[config.mk]
export PLATFORM = sky130hd
export DESIGN_NAME = rgbc_sample_gen
export DESIGN_NICKNAME = d
export VERILOG_FILES = /design/src/rtl/rgbc_pkg.sv /design/src/rtl/rgbc_sat_sum.sv /design/src/rtl/rgbc_sample_gen.sv
export SDC_FILE = /design/constraint.sdc
export NUM_CORES = 1
export LEC_CHECK = 0
export CAP_MARGIN = 20
export CORE_ASPECT_RATIO = 0.9
export CORE_MARGIN = 2
export CORE_UTILIZATION = 40
export CTS_CLUSTER_DIAMETER = 50
export DETAILED_ROUTE_END_ITERATION = 10
export GPL_ROUTABILITY_DRIVEN = 0
export SLEW_MARGIN = 20
export SYNTH_ARGS = -nofsm -noshare
export SYNTH_HDL_FRONTEND = slang
export SYNTH_SLANG_ARGS = --single-unit
[constraint.sdc]
create_clock -name clk -period 5.87 [get_ports clk]
set_clock_uncertainty 0.15 [all_clocks]
set_input_delay 1.174 -clock clk [delete_from_list [all_inputs] [get_ports clk]]
set_output_delay 1.174 -clock clk [all_outputs]
set_load 0.01 [all_outputs]
[src/rtl/rgbc_pkg.sv]
// Shared types, channel ids and the saturating-add helper for the RGBC sample generator.
package rgbc_pkg;

  localparam int DATA_W_DEF = 16;

  typedef enum logic [2:0] {
    IDLE,
    CAPTURE,
    SUM,
    SEND,
    GAP
  } state_t;

  localparam logic [2:0] CH_C   = 3'd0;
  localparam logic [2:0] CH_R   = 3'd1;
  localparam logic [2:0] CH_G   = 3'd2;
  localparam logic [2:0] CH_B   = 3'd3;
  localparam logic [2:0] CH_CHK = 3'd4;

  // Clamp a wide sum to the largest value representable in w bits (w <= 32).
  function automatic logic [31:0] sat_to_width(input logic [33:0] sum, input int unsigned w);
    logic [33:0] max_val;
    max_val = (34'd1 << w) - 34'd1;
    return (sum > max_val) ? max_val[31:0] : sum[31:0];
  endfunction

endpackage

[src/rtl/rgbc_sat_sum.sv]
// Combinational three-input adder that saturates at the all-ones DATA_W value.
module rgbc_sat_sum
  import rgbc_pkg::*;
#(
  parameter int DATA_W = DATA_W_DEF
) (
  input  logic [DATA_W-1:0] a,
  input  logic [DATA_W-1:0] b,
  input  logic [DATA_W-1:0] c,
  output logic [DATA_W-1:0] sum
);

  logic [DATA_W+1:0] wide;

  // Two guard bits are enough for three addends, so the wide sum never overflows.
  assign wide = {2'b00, a} + {2'b00, b} + {2'b00, c};
  assign sum  = DATA_W'(sat_to_width(34'(wide), DATA_W));

endmodule

[src/rtl/rgbc_sample_gen.sv]
// Emulated colour-sensor frame generator: captures LFSR words into R/G/B, streams C,R,G,B beats.
// Optional checksum beat (C^R^G^B, ch_id=4) is enabled by defining RGBC_FRAME_CHECKSUM_EN.
module rgbc_sample_gen
  import rgbc_pkg::*;
#(
  parameter int DATA_W     = DATA_W_DEF,
  parameter int GAP_CYCLES = 4,
  parameter int CNT_W      = 8
) (
  input  logic              clk,
  input  logic              rst_n,
  input  logic              start,
  input  logic [1:0]        gain,
  input  logic [DATA_W-1:0] rnd_data,
  output logic              rnd_en,
  output logic [DATA_W-1:0] ch_data,
  output logic [2:0]        ch_id,
  output logic              ch_valid,
  input  logic              ch_ready,
  output logic              frame_last,
  output logic [CNT_W-1:0]  frame_cnt,
  output logic              busy
);

  localparam int GAP_W = (GAP_CYCLES > 1) ? $clog2(GAP_CYCLES) : 1;
  localparam logic [GAP_W-1:0] GAP_LAST = GAP_W'((GAP_CYCLES > 0) ? GAP_CYCLES - 1 : 0);

  state_t            state;
  logic [1:0]        cap_idx;
  logic [1:0]        gain_q;
  logic [GAP_W-1:0]  gap_cnt;
  logic [DATA_W-1:0] r_q;
  logic [DATA_W-1:0] g_q;
  logic [DATA_W-1:0] b_q;
  logic [DATA_W-1:0] c_sum;
  logic [DATA_W-1:0] shifted;
`ifdef RGBC_FRAME_CHECKSUM_EN
  logic [DATA_W-1:0] c_q;
`endif

  assign shifted = rnd_data >> gain_q;

  rgbc_sat_sum #(.DATA_W(DATA_W)) u_sat_sum (
    .a  (r_q),
    .b  (g_q),
    .c  (b_q),
    .sum(c_sum)
  );

  // Outputs are registered alongside the state so each one changes only on a transition.
  always_ff @(posedge clk or negedge rst_n) begin
    if (!rst_n) begin
      state      <= IDLE;
      cap_idx    <= 2'd0;
      gain_q     <= 2'd0;
      gap_cnt    <= '0;
      r_q        <= '0;
      g_q        <= '0;
      b_q        <= '0;
`ifdef RGBC_FRAME_CHECKSUM_EN
      c_q        <= '0;
`endif
      rnd_en     <= 1'b0;
      ch_data    <= '0;
      ch_id      <= CH_C;
      ch_valid   <= 1'b0;
      frame_last <= 1'b0;
      frame_cnt  <= '0;
      busy       <= 1'b0;
    end else begin
      case (state)
        IDLE: begin
          if (start) begin
            state   <= CAPTURE;
            cap_idx <= 2'd0;
            gain_q  <= gain;
            rnd_en  <= 1'b1;
            busy    <= 1'b1;
          end
        end
        CAPTURE: begin
          case (cap_idx)
            2'd0:    r_q <= shifted;
            2'd1:    g_q <= shifted;
            default: b_q <= shifted;
          endcase
          if (cap_idx == 2'd2) begin
            state   <= SUM;
            cap_idx <= 2'd0;
            rnd_en  <= 1'b0;
          end else begin
            cap_idx <= cap_idx + 2'd1;
          end
        end
        SUM: begin
`ifdef RGBC_FRAME_CHECKSUM_EN
          c_q        <= c_sum;
`endif
          ch_data    <= c_sum;
          ch_id      <= CH_C;
          ch_valid   <= 1'b1;
          frame_last <= 1'b0;
          state      <= SEND;
        end
        SEND: begin
          if (ch_ready) begin
            if (frame_last) begin
              ch_valid   <= 1'b0;
              frame_last <= 1'b0;
              ch_id      <= CH_C;
              ch_data    <= '0;
              frame_cnt  <= frame_cnt + CNT_W'(1);
              if (!start) begin
                state <= IDLE;
                busy  <= 1'b0;
              end else if (GAP_CYCLES == 0) begin
                state   <= CAPTURE;
                cap_idx <= 2'd0;
                gain_q  <= gain;
                rnd_en  <= 1'b1;
              end else begin
                state   <= GAP;
                gap_cnt <= '0;
              end
            end else begin
              case (ch_id)
                CH_C: begin
                  ch_data <= r_q;
                  ch_id   <= CH_R;
                end
                CH_R: begin
                  ch_data <= g_q;
                  ch_id   <= CH_G;
                end
                CH_G: begin
                  ch_data <= b_q;
                  ch_id   <= CH_B;
`ifndef RGBC_FRAME_CHECKSUM_EN
                  frame_last <= 1'b1;
`endif
                end
`ifdef RGBC_FRAME_CHECKSUM_EN
                CH_B: begin
                  ch_data    <= c_q ^ r_q ^ g_q ^ b_q;
                  ch_id      <= CH_CHK;
                  frame_last <= 1'b1;
                end
`endif
                default: ;
              endcase
            end
          end
        end
        GAP: begin
          // Dropping start here abandons the pending frame before any word is consumed.
          if (!start) begin
            state <= IDLE;
            busy  <= 1'b0;
          end else if (gap_cnt == GAP_LAST) begin
            state   <= CAPTURE;
            cap_idx <= 2'd0;
            gain_q  <= gain;
            rnd_en  <= 1'b1;
          end else begin
            gap_cnt <= gap_cnt + GAP_W'(1);
          end
        end
        default: begin
          state <= IDLE;
          busy  <= 1'b0;
        end
      endcase
    end
  end

endmodule

==> flow_summary.toml, run 1 <==
[clock_network]
tritoncts = "built"
cts_sinks = 87
cts_setup_buffers = 0
clkTransAtPathRegs_ns = 0.07
cts_resized = 0
htree_levels = 3
insertion_delay_ns = 0.35
cts_root_buf = "clkbuf_16"
cts_buffers = 9
cts_hold_buffers = 0
clock_path_buffers = 2

[global_route]
grt_pass1_vias = 4149
antenna_found_initial = 0
grt_max_degree = 88
grt_util_all_layers_pct = 18.8
grt-ovfl-total = 0
grt_first_pass_wirelength_um = 21700

[critical_path]
worst_r2r_endpoint = "ch_data[15]"
rrSetupSlack_ns = 2.08
cp-end-kind = "flip-flop"
r2r_start = "r_q[1]"
worst_ep_arrival_time_ns = 3.82
path_max_fanout = 15
criticalPathCategory = "reg -> reg"
required_ns = 5.90
r2r_cells = 11
crit_path_start_kind = "flip-flop"

[finish]
drive_above_1_share_pct = 10.6
diodes = 0
nNetsFinal = 648
multi_input_area_mm2 = 0.00303
final-seq-area_mm2 = 0.00218
area_growth_pct = 17.8
postLayoutCellArea_mm2 = 0.00635
n_fill_cell = 1230

[die]
ios = 53
die_area_mm2 = 0.0144
chipHeight_um = 114
core_area_mm2 = 0.0133
rows = 40
start_util_pct = 40.6
die_x_um = 126

[logic_synthesis]
yosys_most_used_dff = "dfrtp_1"
synth_largest_area_cell = "dfrtp_1"
synth_fa_ha_area_share_pct = 11.0
ys_types = 55
synth_edf_count = 0
synth_top_family_by_area = "compound AO/OA/AOI/OAI gates"
postSynth.asyncResetShare_pct = 100
avgSynthCellArea_um2 = 9.73
synth_common_cells = "dfrtp_1 (87), nand2_1 (67), nor2_1 (48)"
synth_fp_nets = 613
synth_area_mm2 = 0.00539
synth-seq-cells = 87
yosys.area.top_type_share_pct = 40.4
synthCells = 554
synth_area_leaders = "dfrtp_1 (40%), fa_1 (6.3%), mux2_2 (5.6%)"
yosysMostFrequentCell = "dfrtp_1"
synth_mux_area_share_pct = 9.50
synthSimpleGateAreaFrac_pct = 14.6
yosysWarnings = 0
synth_compound_area_share_pct = 18.3
synth_xor_area_share_pct = 2.60
yosysSeqAreaShare_pct = 40.4

[worst_hold_path]
hold_path.startpoint = "frame_cnt[7]"
hold_depth = 1
hold_end = "frame_cnt[7]"
min_path_type = "reg -> reg"

[detailed_routing]
antenna_left = 0
vias = 4270
drc = 0
dr.pass1.iters = 5
finalWirelength_um = 13000
avgViaCountPerCell = 5.60
first_iter_violations = 285
routedWlPerCell_um = 17.0

[timing]
finalSetupViolCount = 0
worstMarginPinSlew_ns = 1.03
hold_viol = 0
drv_slew = 0
rsz0062_at_grt = "false"
setup_tns_ns = 0
period_minus_slack_ns = 3.79
timing.final.crit_share_pct = 64.5
max_slew_margin_pct = 31.6
max_freq_mhz = 264
timing.final.ws_setup_ns = 2.08

[place]
post-place-ws_ns = 2.08
place_area_mm2 = 0.00601
io_buffers = 51
dp_hpwl_um = 9340

[run_status]
status = "finished, final reports clean"

[flow_run]
cap_viol_max_count = 0
cell usage in the layout, fill, tap and decap left out, types with 16 or more instances in the layout:
| cell type | n |
|---|---|
| clkdlybuf4s50_1 | 50 |
| a211oi_1 | 21 |
| nand2_1 | 67 |
| fa_1 | 17 |
| inv_1 | 20 |
| nor2_1 | 48 |
| o21ai_0 | 35 |
| dfrtp_1 | 87 |
| a21oi_1 | 33 |
| a22oi_1 | 16 |
| mux2_2 | 27 |
| ha_1 | 20 |
cell families after synthesis:
logic type	count (synthesis)
DFF	87
adders and majority gates	37
muxes	39
AOI/OAI and AO/OA	153
xor gates and xnor gates	16
and+or+nand+nor	172
other	1
buffers and inverters	49
through the flow:
step	hold slack, ns	instances	util (%)
finish	0.319	762	47.9
CTS	0.325	762	47.8
global route	0.336	762	47.9
floorplan	0.304	554	-
global placement	0.309	746	45.3
detailed placement	0.311	746	45.3
routing by layer:
layer,vias to the layer above,track usage [%],wire length [µm]
met5,-,0,0
met4,0,6.37,157
met3,9,2.94,605
met2,107,26.0,5350
met1,2082,29.8,6840
li1,2072,-,-
worst max path at each step:
stage	to	depth (start not counted)	slack [ns]	startpoint
4_1_cts	ch_data[15]	11	2.07	r_q[1]
6_report	ch_data[15]	11	2.08	r_q[1]
3_5_place_dp	ch_data[15]	11	2.08	r_q[1]
2_1_floorplan	ch_data[14]	11	2.70	r_q[1]
3_3_place_gp	ch_data[15]	8	2.17	ch_ready
5_1_grt	ch_data[15]	11	1.81	r_q[1]
layout make-up:
cell class / instances / share of cell area (%)
inverter: 20 / 1.18
timing repair buffer: 53 / 8.30
sequential: 87 / 34.3
tap: 168 / 3.31
clock inverter: 6 / 1.46
multi-input combinational: 418 / 47.7
clock buffer: 10 / 3.77
registers in the layout, indices dropped and copies added (netlist names), 3 cells and up:
signal / cells
state: 3
g_q: 16
b_q: 16
ch_data: 16
r_q: 16
frame_cnt: 8
worst max-delay path, cell delays in order, from the launching register on:
cell      delay (ns)
dfrtp_1         0.36
inv_1           0.06
fa_1            0.53
inv_1           0.05
ha_1            0.23
fa_1            0.44
a211oi_1        0.32
o211ai_1        0.25
nand4_1         0.17
nand4_1         0.14
nor3_2          0.70
o21ai_0         0.21
Power of run 1 is not shown: default switching activity piles up to over one toggle a cycle in this logic, so the estimate is an artifact.
==> inputs of run 2 (changes only) <==
==> constraint.sdc (replaced) <==
create_clock -name clk -period 3.4 [get_ports clk]
set_clock_uncertainty 0.15 [all_clocks]
set_input_delay 0.68 -clock clk [delete_from_list [all_inputs] [get_ports clk]]
set_output_delay 0.68 -clock clk [all_outputs]
set_load 0.01 [all_outputs]
==> run 2 against run 1 <==
Register-to-register slack worse by 1.9 ns. Core utilization increased by 0.12 points. Non-clock buffer count rose by 8. Cell count up 0.92%. Critical endpoint is now ch_data[14]. Wire length shrank 0.15%. Highest routed layer unchanged. Sequential share of layout area shrank 0.088 points. Design area up 0.26%. First-iteration DRC count up 5.3%.
==> flow_summary.toml, run 2 (synthesized netlist as in run 1, its figures left out) <==
[run_status]
status = "finished, final reports clean"

[detailed_routing]
vias = 4286
finalWirelength_um = 12900
avgViaCountPerCell = 5.57
routedWlPerCell_um = 16.8
first_iter_violations = 300
antenna_left = 0
drc = 0
dr.pass1.iters = 5

[timing]
period_minus_slack_ns = 3.21
setup_tns_ns = 0
max_slew_margin_pct = 30.5
drv_slew = 0
hold_viol = 0
max_freq_mhz = 312
timing.final.crit_share_pct = 94.3
worstMarginPinSlew_ns = 1.04
rsz0062_at_grt = "false"
finalSetupViolCount = 0
whs_ns = 0.167

[finish]
finalNonFillerCells = 769
nNetsFinal = 656
final_cell_mix = "dfrtp_1 (87), nand2_1 (67), clkdlybuf4s50_1 (50)"
final_common_cell = "dfrtp_1"
n_fill_cell = 1223
diodes = 0
drive_above_1_share_pct = 12.0
final_util_pct = 48.0
area_growth_pct = 18.1

[critical_path]
slowest_delay_ns = 0.53
crit_path_start_kind = "flip-flop"
path_max_fanout = 3
r2r_cells = 11
rrSetupSlack_ns = 0.19
slowest_stage = "fa_1"
required_ns = 3.48
crit_buf_inv = 2
critPathTopFamily = "adder cells"
worst_ep_arrival_time_ns = 3.29
r2r_start = "r_q[1]"
cp-end-kind = "flip-flop"
criticalPathCategory = "reg -> reg"
crit_path_cell_trace = "inv_1, fa_1, inv_1, ha_1, fa_2, a211oi_2, o211ai_1, nand4_1, nand4_1, or3_1, o31a_1"
worst_r2r_endpoint = "ch_data[14]"

[global_route]
grt_max_degree = 45
grt-ovfl-total = 0
antenna_found_initial = 0
grt_util_all_layers_pct = 19.0
grt_pass1_vias = 4282
grt_first_pass_wirelength_um = 21800

[place]
dp_hpwl_um = 9550
io_buffers = 51
placed_cells = 754

[die]
start_util_pct = 40.6
chipHeight_um = 114
die_area_mm2 = 0.0144
rows = 40
ios = 53
die_x_um = 126
core_area_mm2 = 0.0133

[clock_network]
tritoncts = "built"
htree_levels = 3
cts_sinks = 87
cts_root_buf = "clkbuf_16"
clock_path_buffers = 2
insertion_delay_ns = 0.35
cts_buffers = 9
clkTransAtPathRegs_ns = 0.06

[worst_hold_path]
min_path_type = "in -> async"

[flow_run]
cap_viol_max_count = 0
run 2: cell types whose count changed in the layout (fill, tap and decap cells not counted), moves of 2 or more:
cell,previous run,this run
buf_4,2,11
bufinv_16,2,0
clkbuf_8,1,3
clkinv_2,0,2
run 2: final cells by class:
type,instances,area (µm²),area share [%]
multi-input combinational,418,3030,47.7
inverter,20,75.1,1.18
clock inverter,3,17.5,0.275
sequential,87,2180,34.2
timing repair buffer,61,583,9.16
tap,168,210,3.30
clock buffer,12,267,4.19
run 2: layer usage:
metal	share of wire, %	wire length, µm	vias to the layer above	track usage (%)
li1	-	-	2095	-
met2	44	5670	90	28.2
met4	1.6	207	0	7.03
met1	51	6580	2090	28.4
met5	0	0	-	0
met3	3.7	485	11	2.38
run 2: worst max-delay path by stage:
stage / end / cells after the start / start / slack [ns]
final: ch_data[14] / 11 / r_q[1] / 0.19
after global routing: ch_data[14] / 11 / r_q[1] / 0.009
after detailed placement: ch_data[14] / 11 / r_q[1] / 0.10
after global placement: ch_data[14] / 11 / r_q[1] / 0.15
after floorplan: ch_data[14] / 11 / r_q[1] / 0.23
after CTS: ch_data[14] / 11 / r_q[1] / 0.1
run 2: worst reg2reg max path, delay by kind of cell, from the launching register on:
family | cells | cell delay, ns
DFF | 1 | 0.36
and+or+nand+nor | 3 | 0.59
AOI/OAI and AO/OA | 3 | 0.73
adders and majority gates | 3 | 1.15
buffers and inverters | 2 | 0.11
run 2: stage by stage:
step	setup slack (ns)	instance area (µm²)
2_1_floorplan	0.232	5390
3_3_place_gp	0.152	6070
3_5_place_dp	0.103	6070
4_1_cts	0.0959	6360
5_1_grt	0.00943	6360
6_report	0.195	6360
run 2: repair_timing:
action	CTS	global route
setup buffers	0	0
endpoints found under the setup margin	0	11
gates resized for setup	0	2
hold buffers	0	0
Power of run 2 is left out for the same reason.
==> inputs of run 3 (changes only) <==
--- a/config.mk
+++ b/config.mk
@@ -12,6 +12,7 @@
 export CTS_CLUSTER_DIAMETER = 50
 export DETAILED_ROUTE_END_ITERATION = 10
 export GPL_ROUTABILITY_DRIVEN = 0
+export SETUP_SLACK_MARGIN = 0.4
 export SLEW_MARGIN = 20
 export SYNTH_ARGS = -nofsm -noshare
 export SYNTH_HDL_FRONTEND = slang
==> run 3 against run 2 <==
Die area unchanged. Register-to-register slack improved by 0.16 ns. Worst hold slack worse by 0.035 ns. First-iteration DRC count is 26% lower. Maximum frequency up 5.1%. Wire length grew 2.6%. Non-clock buffer count increased by 4. Sequential share of layout area down 0.29 points. Design area rose by 0.85%.
==> flow_summary.toml, run 3 (synthesized netlist as in run 1, its figures left out) <==
[finish]
area_growth_pct = 19.1
postLayoutCellArea_mm2 = 0.00642
diodes = 0
drive_above_1_share_pct = 13.0
nNetsFinal = 660
final_util_pct = 48.4
final_cell_mix = "dfrtp_1 (87), nand2_1 (67), clkdlybuf4s50_1 (50)"
final_common_cell = "dfrtp_1"

[detailed_routing]
finalWirelength_um = 13300
antenna_left = 0
drc = 0
first_iter_violations = 223
avgViaCountPerCell = 5.67
dr.pass1.iters = 5
vias = 4385
routedWlPerCell_um = 17.1

[critical_path]
worst_ep_arrival_time_ns = 3.13
worst_r2r_endpoint = "ch_data[14]"
slowest_delay_ns = 0.50
worstSetupEndpoint = "ch_data[14]"
rrSetupSlack_ns = 0.35
path_max_fanout = 4
crit_path_start_kind = "flip-flop"
required_ns = 3.48
criticalPathCategory = "reg -> reg"
r2r_cells = 8
cp-end-kind = "flip-flop"
crit_path_cell_trace = "fa_1, ha_1, o211ai_1, o211ai_2, a21oi_4, o211a_1, or3_1, o31a_1"
r2r_start = "r_q[5]"
crit_start = "r_q[5]"
slowest_stage = "fa_1"

[die]
core_area_mm2 = 0.0133
die_x_um = 126
rows = 40
chipHeight_um = 114
ios = 53
die_area_mm2 = 0.0144
start_util_pct = 40.6

[timing]
max_slew_margin_pct = 39.2
rsz0062_at_grt = "true"
drv_slew = 0
max_freq_mhz = 328
hold_viol = 0
period_minus_slack_ns = 3.05
finalSetupViolCount = 0
setup_tns_ns = 0
worstMarginPinSlew_ns = 0.909
timing.final.crit_share_pct = 89.7

[place]
dp_hpwl_um = 9640
io_buffers = 51
place_area_mm2 = 0.00607

[global_route]
grt_first_pass_wirelength_um = 21800
grt_util_all_layers_pct = 19.2
grt_pass1_vias = 4212
grt_max_degree = 37
antenna_found_initial = 0
grt-ovfl-total = 0

[clock_network]
clkTransAtPathRegs_ns = 0.06
cts_sinks = 87
htree_levels = 3
cts_root_buf = "clkbuf_16"
clock_path_buffers = 2
cts_buffers = 9
tritoncts = "built"
insertion_delay_ns = 0.35

[run_status]
status = "finished, final reports clean"

[worst_hold_path]
min_path_type = "in -> async"

[flow_run]
cap_viol_max_count = 0
run 3: changes by cell type in the layout (fill, tap and decap cells not counted), sizes merged:
cell and change:
buf +4, clkbuf -2, clkinv +1, inv +2
run 3: worst min path at each step:
stage | from | end | slack [ns]
final | rst_n | r_q[3] | 0.13
after global routing | rst_n | r_q[3] | 0.17
after CTS | rst_n | b_q[11] | 0.15
after detailed placement | frame_cnt[7] | frame_cnt[7] | 0.32
after global placement | frame_cnt[7] | frame_cnt[7] | 0.31
after floorplan | rst_n | b_q[0] | 0.23
run 3: stage by stage:
step	hold WS (ns)	setup slack (ns)	cells
finish	0.132	0.350	774
floorplan	0.234	0.403	554
global route	0.168	0.220	774
detailed placement	0.317	0.188	752
global placement	0.311	0.233	752
CTS	0.151	0.389	774
run 3: area by class of cell:
| type | count | area, µm² |
|---|---|---|
| fillers | 1198 | 6850 |
| multi-input cells | 418 | 3050 |
| flip-flops and latches | 87 | 2180 |
| repair buffers | 65 | 617 |
| clock buffers | 10 | 239 |
| well taps | 168 | 210 |
| inverters | 20 | 75.1 |
| clock inverters | 6 | 53.8 |
run 3: layer usage:
metal,GRT usage (%),share of wire [%],vias to the layer above
met4,4.18,0.81,0
met3,4.72,4.9,10
li1,-,-,2104
met1,28.1,50,2160
met2,28.9,44,111
met5,0,0,-
run 3: worst max-delay path, delay by kind of cell (launching register included):
kind                     cells  cell delay (ns)
AO/OA/AOI/OAI                5             1.09
flip-flops                   1             0.42
adder cells (fa/ha/maj)      2             0.89
AND/OR/NAND/NOR              1             0.38
run 3: what timing repair did:
action,CTS,global route
resized for setup,1,1
setup buffers,6,0
pin swaps,7,4
hold buffers,0,0
endpoints found under the setup margin,15,16
Power of run 3 is left out for the same reason.
